===== src/rtl/alu_cmd_ctrl.sv =====
// alu_cmd_ctrl
// Command front-end and result collector for the 16-bit ALU.
// Parses 5-byte frames (cmd, A_lo, A_hi, B_lo, B_hi) from a received byte
// stream, presents the operands and function code to the ALU as one atomic
// update, waits ALU_LAT cycles, captures the selected group's result and
// returns it as three bytes (result lo, result hi, status) on a
// valid/ready byte output.
//
// Ports:
//   CLK, RST                  clock (rising edge), async active-high reset
//   rx_data, rx_valid         incoming byte stream, no backpressure
//   tx_data, tx_valid,
//   tx_ready                  response byte stream, valid/ready handshake
//   busy                      high whenever a frame or response is in progress
//   frame_err                 1-cycle pulse: bad sync byte or inter-byte timeout
//   overrun                   1-cycle pulse: byte arrived while not accepting
//   alu_a, alu_b, alu_fun     operands and function code driven to the ALU
//   arith_out .. shift_out,
//   cmp_out, carry_out,
//   *_flag                    ALU group results and group-valid flags
module alu_cmd_ctrl #(
  parameter int          ALU_LAT = 2,
  parameter int          TIMEOUT = 1000,
  parameter logic [3:0]  SYNC    = 4'hA
) (
  input  logic        CLK,
  input  logic        RST,
  input  logic [7:0]  rx_data,
  input  logic        rx_valid,
  output logic [7:0]  tx_data,
  output logic        tx_valid,
  input  logic        tx_ready,
  output logic        busy,
  output logic        frame_err,
  output logic        overrun,
  output logic [15:0] alu_a,
  output logic [15:0] alu_b,
  output logic [3:0]  alu_fun,
  input  logic [15:0] arith_out,
  input  logic [15:0] logic_out,
  input  logic [15:0] shift_out,
  input  logic        cmp_out,
  input  logic        carry_out,
  input  logic        arith_flag,
  input  logic        logic_flag,
  input  logic        cmp_flag,
  input  logic        shift_flag
);

  localparam int TW = (TIMEOUT > 2) ? $clog2(TIMEOUT) : 1;
  localparam int LW = (ALU_LAT > 2) ? $clog2(ALU_LAT) : 1;
  localparam logic [TW-1:0] TMO_LAST = TW'(TIMEOUT - 1);
  localparam logic [LW-1:0] LAT_LAST = LW'(ALU_LAT - 1);

  typedef enum logic [3:0] {
    IDLE, GET_A0, GET_A1, GET_B0, GET_B1, WAIT, SEND_LO, SEND_HI, SEND_ST
  } state_t;

  state_t        state_q;
  logic [3:0]    fun_sh_q;
  logic [15:0]   a_sh_q;
  logic [7:0]    b_lo_sh_q;
  logic [15:0]   alu_a_q;
  logic [15:0]   alu_b_q;
  logic [3:0]    alu_fun_q;
  logic [TW-1:0] tmo_q;
  logic [LW-1:0] lat_q;
  logic [15:0]   result_q;
  logic [7:0]    status_q;
  logic [7:0]    tx_data_q;
  logic          tx_valid_q;
  logic          frame_err_q;
  logic          overrun_q;

  logic [1:0]    grp_d;
  logic [15:0]   result_d;
  logic          flag_d;
  logic [7:0]    status_d;

  // Result and status as they would be captured this cycle; the group is
  // taken from the function code already presented to the ALU.
  always_comb begin
    grp_d    = alu_fun_q[3:2];
    result_d = arith_out;
    flag_d   = arith_flag;
    case (grp_d)
      2'b00: begin result_d = arith_out;         flag_d = arith_flag; end
      2'b01: begin result_d = logic_out;         flag_d = logic_flag; end
      2'b10: begin result_d = {15'b0, cmp_out};  flag_d = cmp_flag;   end
      default: begin result_d = shift_out;       flag_d = shift_flag; end
    endcase
    status_d = {(grp_d == 2'b00) ? carry_out : 1'b0, ~flag_d, grp_d, alu_fun_q};
  end

  // Frame parser, operand transfer, latency wait and response sequencer.
  // frame_err and overrun default low so each assertion is a single-cycle pulse.
  always_ff @(posedge CLK or posedge RST) begin
    if (RST) begin
      state_q     <= IDLE;
      fun_sh_q    <= '0;
      a_sh_q      <= '0;
      b_lo_sh_q   <= '0;
      alu_a_q     <= '0;
      alu_b_q     <= '0;
      alu_fun_q   <= '0;
      tmo_q       <= '0;
      lat_q       <= '0;
      result_q    <= '0;
      status_q    <= '0;
      tx_data_q   <= '0;
      tx_valid_q  <= 1'b0;
      frame_err_q <= 1'b0;
      overrun_q   <= 1'b0;
    end else begin
      frame_err_q <= 1'b0;
      overrun_q   <= 1'b0;
      case (state_q)
        IDLE: begin
          if (rx_valid) begin
            if (rx_data[7:4] == SYNC) begin
              fun_sh_q <= rx_data[3:0];
              tmo_q    <= '0;
              state_q  <= GET_A0;
            end else begin
              frame_err_q <= 1'b1;
            end
          end
        end

        GET_A0, GET_A1, GET_B0, GET_B1: begin
          // Timeout wins over a byte arriving on the same edge.
          if (tmo_q == TMO_LAST) begin
            frame_err_q <= 1'b1;
            tmo_q       <= '0;
            state_q     <= IDLE;
          end else if (rx_valid) begin
            tmo_q <= '0;
            case (state_q)
              GET_A0: begin a_sh_q[7:0]  <= rx_data; state_q <= GET_A1; end
              GET_A1: begin a_sh_q[15:8] <= rx_data; state_q <= GET_B0; end
              GET_B0: begin b_lo_sh_q    <= rx_data; state_q <= GET_B1; end
              default: begin
                // All ALU inputs change on the same edge so the ALU never
                // sees a mix of old and new operands.
                alu_a_q   <= a_sh_q;
                alu_b_q   <= {rx_data, b_lo_sh_q};
                alu_fun_q <= fun_sh_q;
                lat_q     <= '0;
                state_q   <= WAIT;
              end
            endcase
          end else begin
            tmo_q <= tmo_q + TW'(1);
          end
        end

        WAIT: begin
          overrun_q <= rx_valid;
          if (lat_q == LAT_LAST) begin
            result_q   <= result_d;
            status_q   <= status_d;
            tx_data_q  <= result_d[7:0];
            tx_valid_q <= 1'b1;
            state_q    <= SEND_LO;
          end else begin
            lat_q <= lat_q + LW'(1);
          end
        end

        SEND_LO: begin
          overrun_q <= rx_valid;
          if (tx_ready) begin
            tx_data_q <= result_q[15:8];
            state_q   <= SEND_HI;
          end
        end

        SEND_HI: begin
          overrun_q <= rx_valid;
          if (tx_ready) begin
            tx_data_q <= status_q;
            state_q   <= SEND_ST;
          end
        end

        SEND_ST: begin
          overrun_q <= rx_valid;
          if (tx_ready) begin
            tx_data_q  <= '0;
            tx_valid_q <= 1'b0;
            state_q    <= IDLE;
          end
        end

        default: state_q <= IDLE;
      endcase
    end
  end

  assign busy      = (state_q != IDLE);
  assign tx_data   = tx_data_q;
  assign tx_valid  = tx_valid_q;
  assign frame_err = frame_err_q;
  assign overrun   = overrun_q;
  assign alu_a     = alu_a_q;
  assign alu_b     = alu_b_q;
  assign alu_fun   = alu_fun_q;

endmodule


===== config.mk =====
export PLATFORM = sky130hd
export DESIGN_NAME = alu_cmd_ctrl
export DESIGN_NICKNAME = d
export VERILOG_FILES = /design/src/rtl/alu_cmd_ctrl.sv
export SDC_FILE = /design/constraint.sdc
export NUM_CORES = 1
export LEC_CHECK = 0
export CAP_MARGIN = 20
export CORE_AREA = 2 2 99 101
export CTS_CLUSTER_SIZE = 12
export DETAILED_ROUTE_END_ITERATION = 10
export DIE_AREA = 0 0 101 103
export MAX_ROUTING_LAYER = met4
export PLACE_DENSITY_LB_ADDON = 0.08
export SLEW_MARGIN = 25
export SYNTH_ARGS = -nofsm -noshare
export SYNTH_HDL_FRONTEND = slang
export SYNTH_SLANG_ARGS = --single-unit

===== constraint.sdc =====
create_clock -name CLK -period 8 [get_ports CLK]
set_input_delay 1.2 -clock CLK [delete_from_list [all_inputs] [get_ports CLK]]
set_output_delay 1.2 -clock CLK [all_outputs]
set_load 0.005 [all_outputs]

==> impl_results.md, run 1 <==
* Grt ovf at 0
* Mapped Area at a little under 5000 um^2
* DRT Pass-1 Iters at 4
* Cells resized by post-CTS repair at 0
* DIE AREA at 10400 um^2
* Synth Instances at slightly below 400
* Row cnt at 36
* Area of the core at between 9000 and 10000 um^2
* Fin. Hold Viols at 0
* Root Buffer: clkbuf_8
* Slew @ Worst Pin at between 0.7 and 0.8 ns
* Outcome: finished clean
* IO Count at 114
* Async set-or-reset flop fraction in the synthesized netlist at 1.00
* WL per Instance at approximately 17 um
* Type of the worst setup path: register to primary output
* Gr usage total at 0.216
* Final period utilization at 0.395
* Lkg Pwr at about 2.6 nW
* Setup violators final at 0
* TNS Setup at 0 ns
* Crit path DAT at between 1.5 and 2 ns
* Initial DRC count at roughly 110
* CTS Sinks at roughly 100
* Ys Warns at 0
* Most frequent cells in the layout: clkdlybuf4s50_1 (113), dfrtp_1 (103), mux2_2 (89), nor2_1 (15), a21oi_1 (13)
* Clk_lat worst skew at around 0.36 ns
* Routability cong. at ~0.8
* Die Y at between 100 and 150 um
* Total power at ~2.2 mW
* Net Count, Synth at ~450
* Worst vdd ir at ~0.00021 V
* Top FF cell, synth: dfrtp_1
* Max Freq at approximately 320 MHz
* Fin crit period at 3.16 ns
* Min Hold Slack at between 0.4 and 0.5 ns
* EDFF count, synth at 0
* Largest cells by area after synthesis: dfrtp_1 (53%), mux2_2 (20%), a22oi_1 (1.7%)
* First-pass GRT wire length at 17200 um
* Clk slew on worst S/H paths at 0.11 ns
* Synthesized area per cell at roughly 13 um^2
* Ant diodes at 0
* CP Capture Type: primary output
* DRC viols at 0
* DP HPWL at about 7300 um
* Yosys top cell by area: dfrtp_1
* Via count at around 3400
* Clock buffer depth at 2
* Nets at roughly 560
* Initial Util at 0.524
* P&R area growth vs syn at 28.0%
* Vias in the first global route at 3549
* Max Cap Viol at 0
* Sequential cell area fraction in the yosys report at 0.525
* Worst Setup Start Kind: register
* Share of post-route cells with drive strength above 1 at 0.264
* Cell Pwr Density at roughly 350 nW/um^2
* Hold_buf cts at 0
* Synth top area share at 0.525
* Clock tree from TritonCTS: yes
* Req. time, crit path at approximately 6.8 ns
* Slew Viols, Final at 0
* Pin count of the biggest net entering global routing at 77
* Die Wd at ~100 um
* Final setup skew at 0.0115 ns
* RSZ-0062 raised after global routing: false
* Setup Buffers After CTS at 0
* Post-synth cell types at 55
* Port bufs at 113
* Initial antenna violation count at 0
* Crit-path max FO at 28
* Slew HR at 0.466
* Register bit total from synthesis at roughly 100
* CTS buffer count at 9
* H-tree Lvls at 3
* Routed Antenna Nets at 0
* Vias per cell at between 5 and 6
* Post-Route WL at about 10000 um
* Commonest non-fill, non-tap cell in the layout: clkdlybuf4s50_1
* Min-Delay Path Class: register to register
flip-flops by register name, indices dropped and copies added, names as in the netlist:
name       cells
result_q       8
alu_b         16
frame_err      1
fun_sh_q       4
status_q       6
tx_valid       1
overrun        1
alu_fun        4
tx_data        8
state_q        4
tmo_q         10
b_lo_sh_q      8
alu_a         16
a_sh_q        16
lat_q          1
layer usage:
metal / global-route usage / wire length [um] / vias up
li1: - / - / 1637
met1: 0.292 / 4710 / 1721
met2: 0.344 / 5130 / 77
met3: 0.0353 / 528 / 11
met4: 0.0593 / 125 / 0
met5: - / 0 / -
final cells by class:
type,instances,area (um^2)
fillers,742,3120
repair buffers,118,1190
well taps,114,143
flip-flops and latches,104,2600
multi-input cells,247,2160
clock inverters,6,58.8
clock buffers,10,138
inverters,12,47.5
critical path: stages (launching register included):
cell             delay, ns
dfrtp_2               0.76
nor2_1                0.20
nand2_1               0.12
clkdlybuf4s50_1       0.50
final timing paths:
path / endpoint / slack (ns) / cells after the start / start
hold / removal: alu_a[5] / 0.50 / 1 / alu_a[5]
max in group asynchronous: state_q[0] / 5.82 / 3 / RST
setup / recovery: busy / 4.84 / 3 / state_q[0]
setup reg to reg: alu_a[9] / 5.56 / 6 / tmo_q[0]
hold reg to reg: alu_a[5] / 0.50 / 1 / alu_a[5]
min in group asynchronous: b_lo_sh_q[1] / 1.14 / 2 / RST
report_power, final:
part	leakage (nW)	switching (mW)	total [mW]	internal, mW
Combinational	1.20	0.391	0.972	0.580
Clock	0.0993	0.195	0.326	0.131
Sequential	1.28	0.170	0.924	0.755
metrics by stage:
step           cell area (um^2)  worst slack, ns  instances   util
2_1_floorplan              4950             4.07        386      -
3_3_place_gp               6110             4.58        594  0.646
3_5_place_dp               6110             4.60        594  0.646
4_1_cts                    6310             4.47        610  0.667
5_1_grt                    6340             4.73        611  0.671
6_report                   6340             4.84        611  0.671
synthesized netlist by cell type (all sizes together), types with 2 or more instances:
| cell type | number |
|---|---|
| and4 | 2 |
| nand2b | 3 |
| a21oi | 14 |
| nand4 | 2 |
| nor3 | 10 |
| buf | 18 |
| and2 | 2 |
| mux4 | 2 |
| o211ai | 4 |
| inv | 12 |
| a2111oi | 2 |
| nor4 | 2 |
| nand3 | 9 |
| mux2 | 92 |
| mux2i | 6 |
| nand3b | 2 |
| clkbuf | 5 |
| o221ai | 2 |
| nor2b | 6 |
| a211oi | 6 |
| nand2 | 10 |
| nor2 | 18 |
| and3 | 2 |
| a31oi | 9 |
| o21ai | 4 |
| a221oi | 5 |
| a2111o | 2 |
| or3b | 3 |
| dfrtp | 104 |
| o22ai | 4 |
| a22oi | 11 |
logic make-up after synthesis:
logic type	share of synthesized area
flops	0.525
buf+inv	0.0391
compound gates	0.0952
xor+xnor	0.00354
mux	0.230
fa+ha+maj	0.00252
simple gates	0.104
(Power assumes the default switching activity.)
==> run 2, diff against run 1 <==
--- a/config.mk
+++ b/config.mk
@@ -6,10 +6,10 @@
 export NUM_CORES = 1
 export LEC_CHECK = 0
 export CAP_MARGIN = 20
-export CORE_AREA = 2 2 99 101
+export CORE_AREA = 2 2 108 110
 export CTS_CLUSTER_SIZE = 12
 export DETAILED_ROUTE_END_ITERATION = 10
-export DIE_AREA = 0 0 101 103
+export DIE_AREA = 0 0 110 112
 export MAX_ROUTING_LAYER = met4
 export PLACE_DENSITY_LB_ADDON = 0.08
 export SLEW_MARGIN = 25
==> constraint.sdc (replaced) <==
create_clock -name CLK -period 2.9 [get_ports CLK]
set_input_delay 0.435 -clock CLK [delete_from_list [all_inputs] [get_ports CLK]]
set_output_delay 0.435 -clock CLK [all_outputs]
set_load 0.005 [all_outputs]
==> impl_results.md, run 2 (synthesized netlist as in run 1, its figures left out) <==
* Worst vdd ir at 0.000689 V (+220%)
* Most frequent cells in the layout: clkdlybuf4s50_1 (113), dfrtp_1 (104), mux2_2 (89), nor2_1 (16), a21oi_1 (13)
* Max Freq at between 400 and 500 MHz
* Max incr delay on CP at 0.77 ns (about the same)
* Die Y at 112 um (+8.7%)
* Type of the worst setup path: register to primary output
* Commonest non-fill, non-tap cell in the layout: clkdlybuf4s50_1
* TNS Setup at 0 ns (unchanged)
* Total power at 6.53 mW (+190%)
* IO Count at 114 (unchanged)
* Outcome: finished clean
* Slew Viols, Final at 0 (unchanged)
* Vias per cell at 5.44 (-3.5%)
* Row cnt at 39 (+8.3%)
* CP Capture Type: primary output
* Die Wd at 110 um (+8.9%)
* RSZ-0062 raised after global routing: false
* Grt ovf at 0 (unchanged)
* Slew @ Worst Pin at 0.724 ns (-0.0703 ns)
* P&R area growth vs syn at 32.1%
* Cells resized by post-CTS repair at 0 (unchanged)
* Place WS at 0.572 ns (-4.02 ns)
* H-tree Lvls at 3 (unchanged)
* Fin. Hold Viols at 0 (unchanged)
* Share of post-route cells with drive strength above 1 at 0.270 (+0.00626)
* Routed Antenna Nets at 0 (unchanged)
* Max Cap Viol at 0 (unchanged)
* Vias in the first global route at 3733 (+5.2%)
* Cell Pwr Density at 998 nW/um^2 (+190%)
* Setup violators final at 0 (unchanged)
* Via count at 3520 (+2.1%)
* Port bufs at 113 (unchanged)
* Fin crit period at 2.43 ns
* Initial Util at 0.443 (-0.0804)
* DP HPWL at 8000 um (+8.9%)
* CTS Sinks at 104 (unchanged)
* WL per Instance at 17.3 um (+0.74%)
* Pin count of the biggest net entering global routing at 38 (-51%)
* DRC viols at 0 (unchanged)
* Clock tree from TritonCTS: yes
* Worst path slowest cell: dfrtp_1
* Slew HR at 0.516 (+0.0499)
* Initial antenna violation count at 0 (unchanged)
* Area of the core at 11200 um^2 (+18%)
* Gr usage total at 0.204 (-0.0125)
* PnR worst setup slack at 0.474 ns (-4.37 ns)
* CTS buffer count at 9 (unchanged)
* Routability cong. at 0.785 (-3.8%)
* Placed inst area at 6240 um^2 (+2.1%)
* Ant diodes at 0 (unchanged)
* Crit-path max FO at 17 (-39%)
* Clk slew on worst S/H paths at 0.07 ns (-0.04 ns)
* Crit path DAT at 1.99 ns (+0.03 ns)
* Min-Delay Path Class: register to register
* Hold_buf cts at 0 (unchanged)
* Worst Setup Start Kind: register
* Min Hold Slack at 0.492 ns (-0.00405 ns)
* DRT Pass-1 Iters at 4 (unchanged)
* Crit-path cells: nor2_1, nand2_1, clkdlybuf4s50_1
* Post-Route WL at 11200 um (+6.7%)
* Final setup skew at 0.00729 ns (-0.00421 ns)
* First-pass GRT wire length at 19100 um (+11%)
* Nets at 567 (+1.4%)
* Clock buffer depth at 2 (unchanged)
* Req. time, crit path at 2.47 ns (-4.33 ns)
* DIE AREA at 12300 um^2 (+18%)
* Post-route design area at 6540 um^2 (+3.2%)
* Clk_lat worst skew at 0.34 ns (-0.02 ns)
* Setup Buffers After CTS at 0 (unchanged)
* Root Buffer: clkbuf_16
* Final period utilization at 0.837
* Initial DRC count at 119 (+11%)
* Lkg Pwr at 2.66 nW (+3.3%)
==> run 2: cell type report <==
cell class | count | area, um^2
Fill cell | 965 | 4630
Sequential cell | 104 | 2600
Multi-Input combinational cell | 247 | 2160
Timing Repair Buffer | 126 | 1250
Clock buffer | 9 | 225
Tap cell | 143 | 179
Clock inverter | 6 | 76.3
Inverter | 12 | 48.8
==> run 2: final timing paths <==
kind	from	depth (start not counted)	slack, ns	endpoint
max	state_q[0]	3	0.47	busy
min	tx_data[7]	1	0.49	tx_data[7]
max reg2reg	tmo_q[0]	6	0.59	a_sh_q[6]
min reg2reg	tx_data[7]	1	0.49	tx_data[7]
max in group asynchronous	RST	3	1.66	alu_a[14]
min in group asynchronous	RST	2	0.55	b_lo_sh_q[1]
==> run 2: routing by layer <==
metal,part of all wire,GRT usage
met4,0.010,0.0464
met1,0.46,0.267
met5,0,-
met2,0.48,0.320
met3,0.046,0.0492
==> run 2: per-stage QoR <==
step / instances / util
2_1_floorplan: 386 / -
3_3_place_gp: 632 / 0.559
3_5_place_dp: 632 / 0.559
4_1_cts: 647 / 0.586
5_1_grt: 647 / 0.586
6_report: 647 / 0.586
==> run 2: critical path: cells and delay by family, from the launching register on <==
kind | cells | cell delay [ns]
simple gates | 2 | 0.37
flops | 1 | 0.77
buf+inv | 1 | 0.51
==> run 2: power breakdown <==
group	internal (mW)	total, mW	switching [mW]
clock network	0.682	1.24	0.562
logic	1.63	2.72	1.10
registers	2.08	2.56	0.480
==> run 3, diff against run 2 <==
==> constraint.sdc (replaced) <==
create_clock -name CLK -period 1.95 [get_ports CLK]
set_input_delay 0.2925 -clock CLK [delete_from_list [all_inputs] [get_ports CLK]]
set_output_delay 0.2925 -clock CLK [all_outputs]
set_load 0.005 [all_outputs]
==> impl_results.md, run 3 (synthesized netlist as in run 1, its figures left out) <==
* Outcome: finished clean
* PnR worst setup slack at 0.0740 ns (-0.400 ns)
* Slew Viols, Final at 0 (unchanged)
* Type of the worst setup path: register to register
* Worst Setup Start Kind: register
* Clock tree from TritonCTS: yes
* Clk slew on worst S/H paths at 0.08 ns (about the same)
* Gr usage total at 0.200 (-0.00349)
* DP HPWL at 7980 um (-0.19%)
* Max incr delay on CP at 0.39 ns (-0.38 ns)
* Top delay family on crit path: flip-flops
* Crit path DAT at 2.09 ns (+0.10 ns)
* Worst reg2reg startpoint: tmo_q[4]
* Vias per cell at 5.31 (-2.5%)
* Grt ovf at 0 (unchanged)
* Routed Antenna Nets at 0 (unchanged)
* Post-route design area at 6890 um^2 (+5.2%)
* Ant diodes at 0 (unchanged)
* Area of the core at 11200 um^2 (unchanged)
* Post-Route WL at 11100 um (-0.67%)
* Crit-path max FO at 6 (-11)
* Crit-path cells: nor4bb_2, buf_4, nand3_1, buf_4, a211oi_4, mux2_1
* R2r setup slk at 0.07 ns (-0.52 ns)
* Req. time, crit path at 2.17 ns (-0.30 ns)
* First-pass GRT wire length at 19000 um (-0.18%)
* Min-Delay Path Class: primary input to async pin
* Cell Pwr Density at 1450 nW/um^2 (+45%)
* Vias in the first global route at 3898 (+4.4%)
* Clock buffer depth at 2 (unchanged)
* Via count at 3603 (+2.4%)
* IO Count at 114 (unchanged)
* CTS Sinks at 104 (unchanged)
* Setup violators final at 0 (unchanged)
* DIE AREA at 12300 um^2 (unchanged)
* Commonest non-fill, non-tap cell in the layout: clkdlybuf4s50_1
* Placed inst area at 6530 um^2 (+4.6%)
* R2r worst-path depth at 6 (unchanged)
* Initial DRC count at 101 (-15%)
* Setup Buffers After CTS at 0 (unchanged)
* CP most frequent cell: buf_4
* Max Cap Viol at 0 (unchanged)
* Pin count of the biggest net entering global routing at 105 (+180%)
* FF-to-FF End: state_q[0]
* P&R area growth vs syn at 39.0%
* Non-filler instance count after layout at 679 (+4.9%)
* Lkg Pwr at 2.83 nW (+6.5%)
* Share of post-route cells with drive strength above 1 at 0.334 (+0.0641)
* Final setup skew at 0.0126 ns (+0.00534 ns)
* Die Y at 112 um (unchanged)
* Final period utilization at 0.962
* Most frequent cells in the layout: clkdlybuf4s50_1 (112), dfrtp_1 (100), mux2_2 (88), buf_4 (35), nor2_1 (14)
* Root Buffer: clkbuf_16
* Placed cell count at 663 (+4.9%)
* Slew HR at 0.610 (+0.0935)
* Initial antenna violation count at 0 (unchanged)
* Clk_lat worst skew at 0.34 ns (about the same)
* CP bufs+invs at 2 (+1)
* H-tree Lvls at 3 (unchanged)
* Routability cong. at 0.872 (+11%)
* Nets at 598 (+5.5%)
* CTS buffer count at 9 (unchanged)
* DRC viols at 0 (unchanged)
* CP Capture Type: register
* Row cnt at 39 (unchanged)
* Fin. Hold Viols at 0 (unchanged)
* Max Freq at between 500 and 600 MHz
* Initial Util at 0.443 (unchanged)
* Hold_buf cts at 0 (unchanged)
* WL per Instance at 16.4 um (-5.4%)
* Die Wd at 110 um (unchanged)
* Place WS at -0.0467 ns (-0.619 ns)
* RSZ-0062 raised after global routing: true
* Worst path slowest cell: dfrtp_1
* DRT Pass-1 Iters at 4 (unchanged)
* Fin crit period at roughly 1.9 ns
* Port bufs at 113 (unchanged)
* Worst vdd ir at 0.000844 V (+22%)
* Slew @ Worst Pin at 0.582 ns (-0.142 ns)
[run 3: metal layers]
layer  wire length (um)  part of all wire  vias up  global-route usage
li1                   -                 -     1722                   -
met1               4980              0.45     1782               0.266
met2               5440              0.49       91               0.316
met3                601             0.054        8              0.0480
met4                 93            0.0084        0              0.0363
met5                  0                 0        -                   -
[run 3: worst reg2reg max path, stage by stage (launching register included)]
cell,delay [ns]
dfrtp_1,0.39
nor4bb_2,0.30
buf_4,0.17
nand3_1,0.08
buf_4,0.18
a211oi_4,0.29
mux2_1,0.35
[run 3: per-stage QoR]
step	setup TNS (ns)	total power, mW	hold WS, ns	utilization
detailed placement	-0.739	8.22	0.477	0.584
global route	-0.0314	10.7	0.504	0.616
CTS	0	10.1	0.482	0.613
floorplan	-0.357	6.23	0.377	-
finish	0	10.0	0.429	0.616
global placement	-0.0630	8.11	0.475	0.584
[run 3: report_power, final]
| group | total (mW) | switching, mW | leakage, nW | internal (mW) |
|---|---|---|---|---|
| Combinational | 4.55 | 1.84 | 1.41 | 2.71 |
| Sequential | 3.67 | 0.558 | 1.27 | 3.11 |
| Clock | 1.78 | 0.845 | 0.147 | 0.934 |
[run 3: timing repair]
action                                 CTS  global route
endpoints found under the hold margin    0             0
setup endpoints to repair               13             7
gates cloned                             0             0
pin swaps                                0             2
resized for setup                       12             6
[run 3: worst max path at each step]
stage / depth (start not counted) / endpoint / slack [ns] / startpoint
after floorplan: 6 / a_sh_q[11] / -0.05 / tmo_q[0]
after global placement: 5 / tmo_q[6] / -0.01 / rx_data[4]
after detailed placement: 5 / tx_data[2] / -0.05 / tx_ready
after CTS: 6 / state_q[0] / 0.03 / tmo_q[3]
after global routing: 6 / tmo_q[2] / -0.02 / state_q[1]
final: 6 / state_q[0] / 0.07 / tmo_q[4]
[run 3: cell type report]
class                      count  area, um^2
clock buffer                  10         239
clock inverter                 6        57.6
fill                         899        4290
inverter                      12        48.8
multi-input combinational    247        2210
sequential                   104        2610
tap                          143         179
timing repair buffer         157        1550
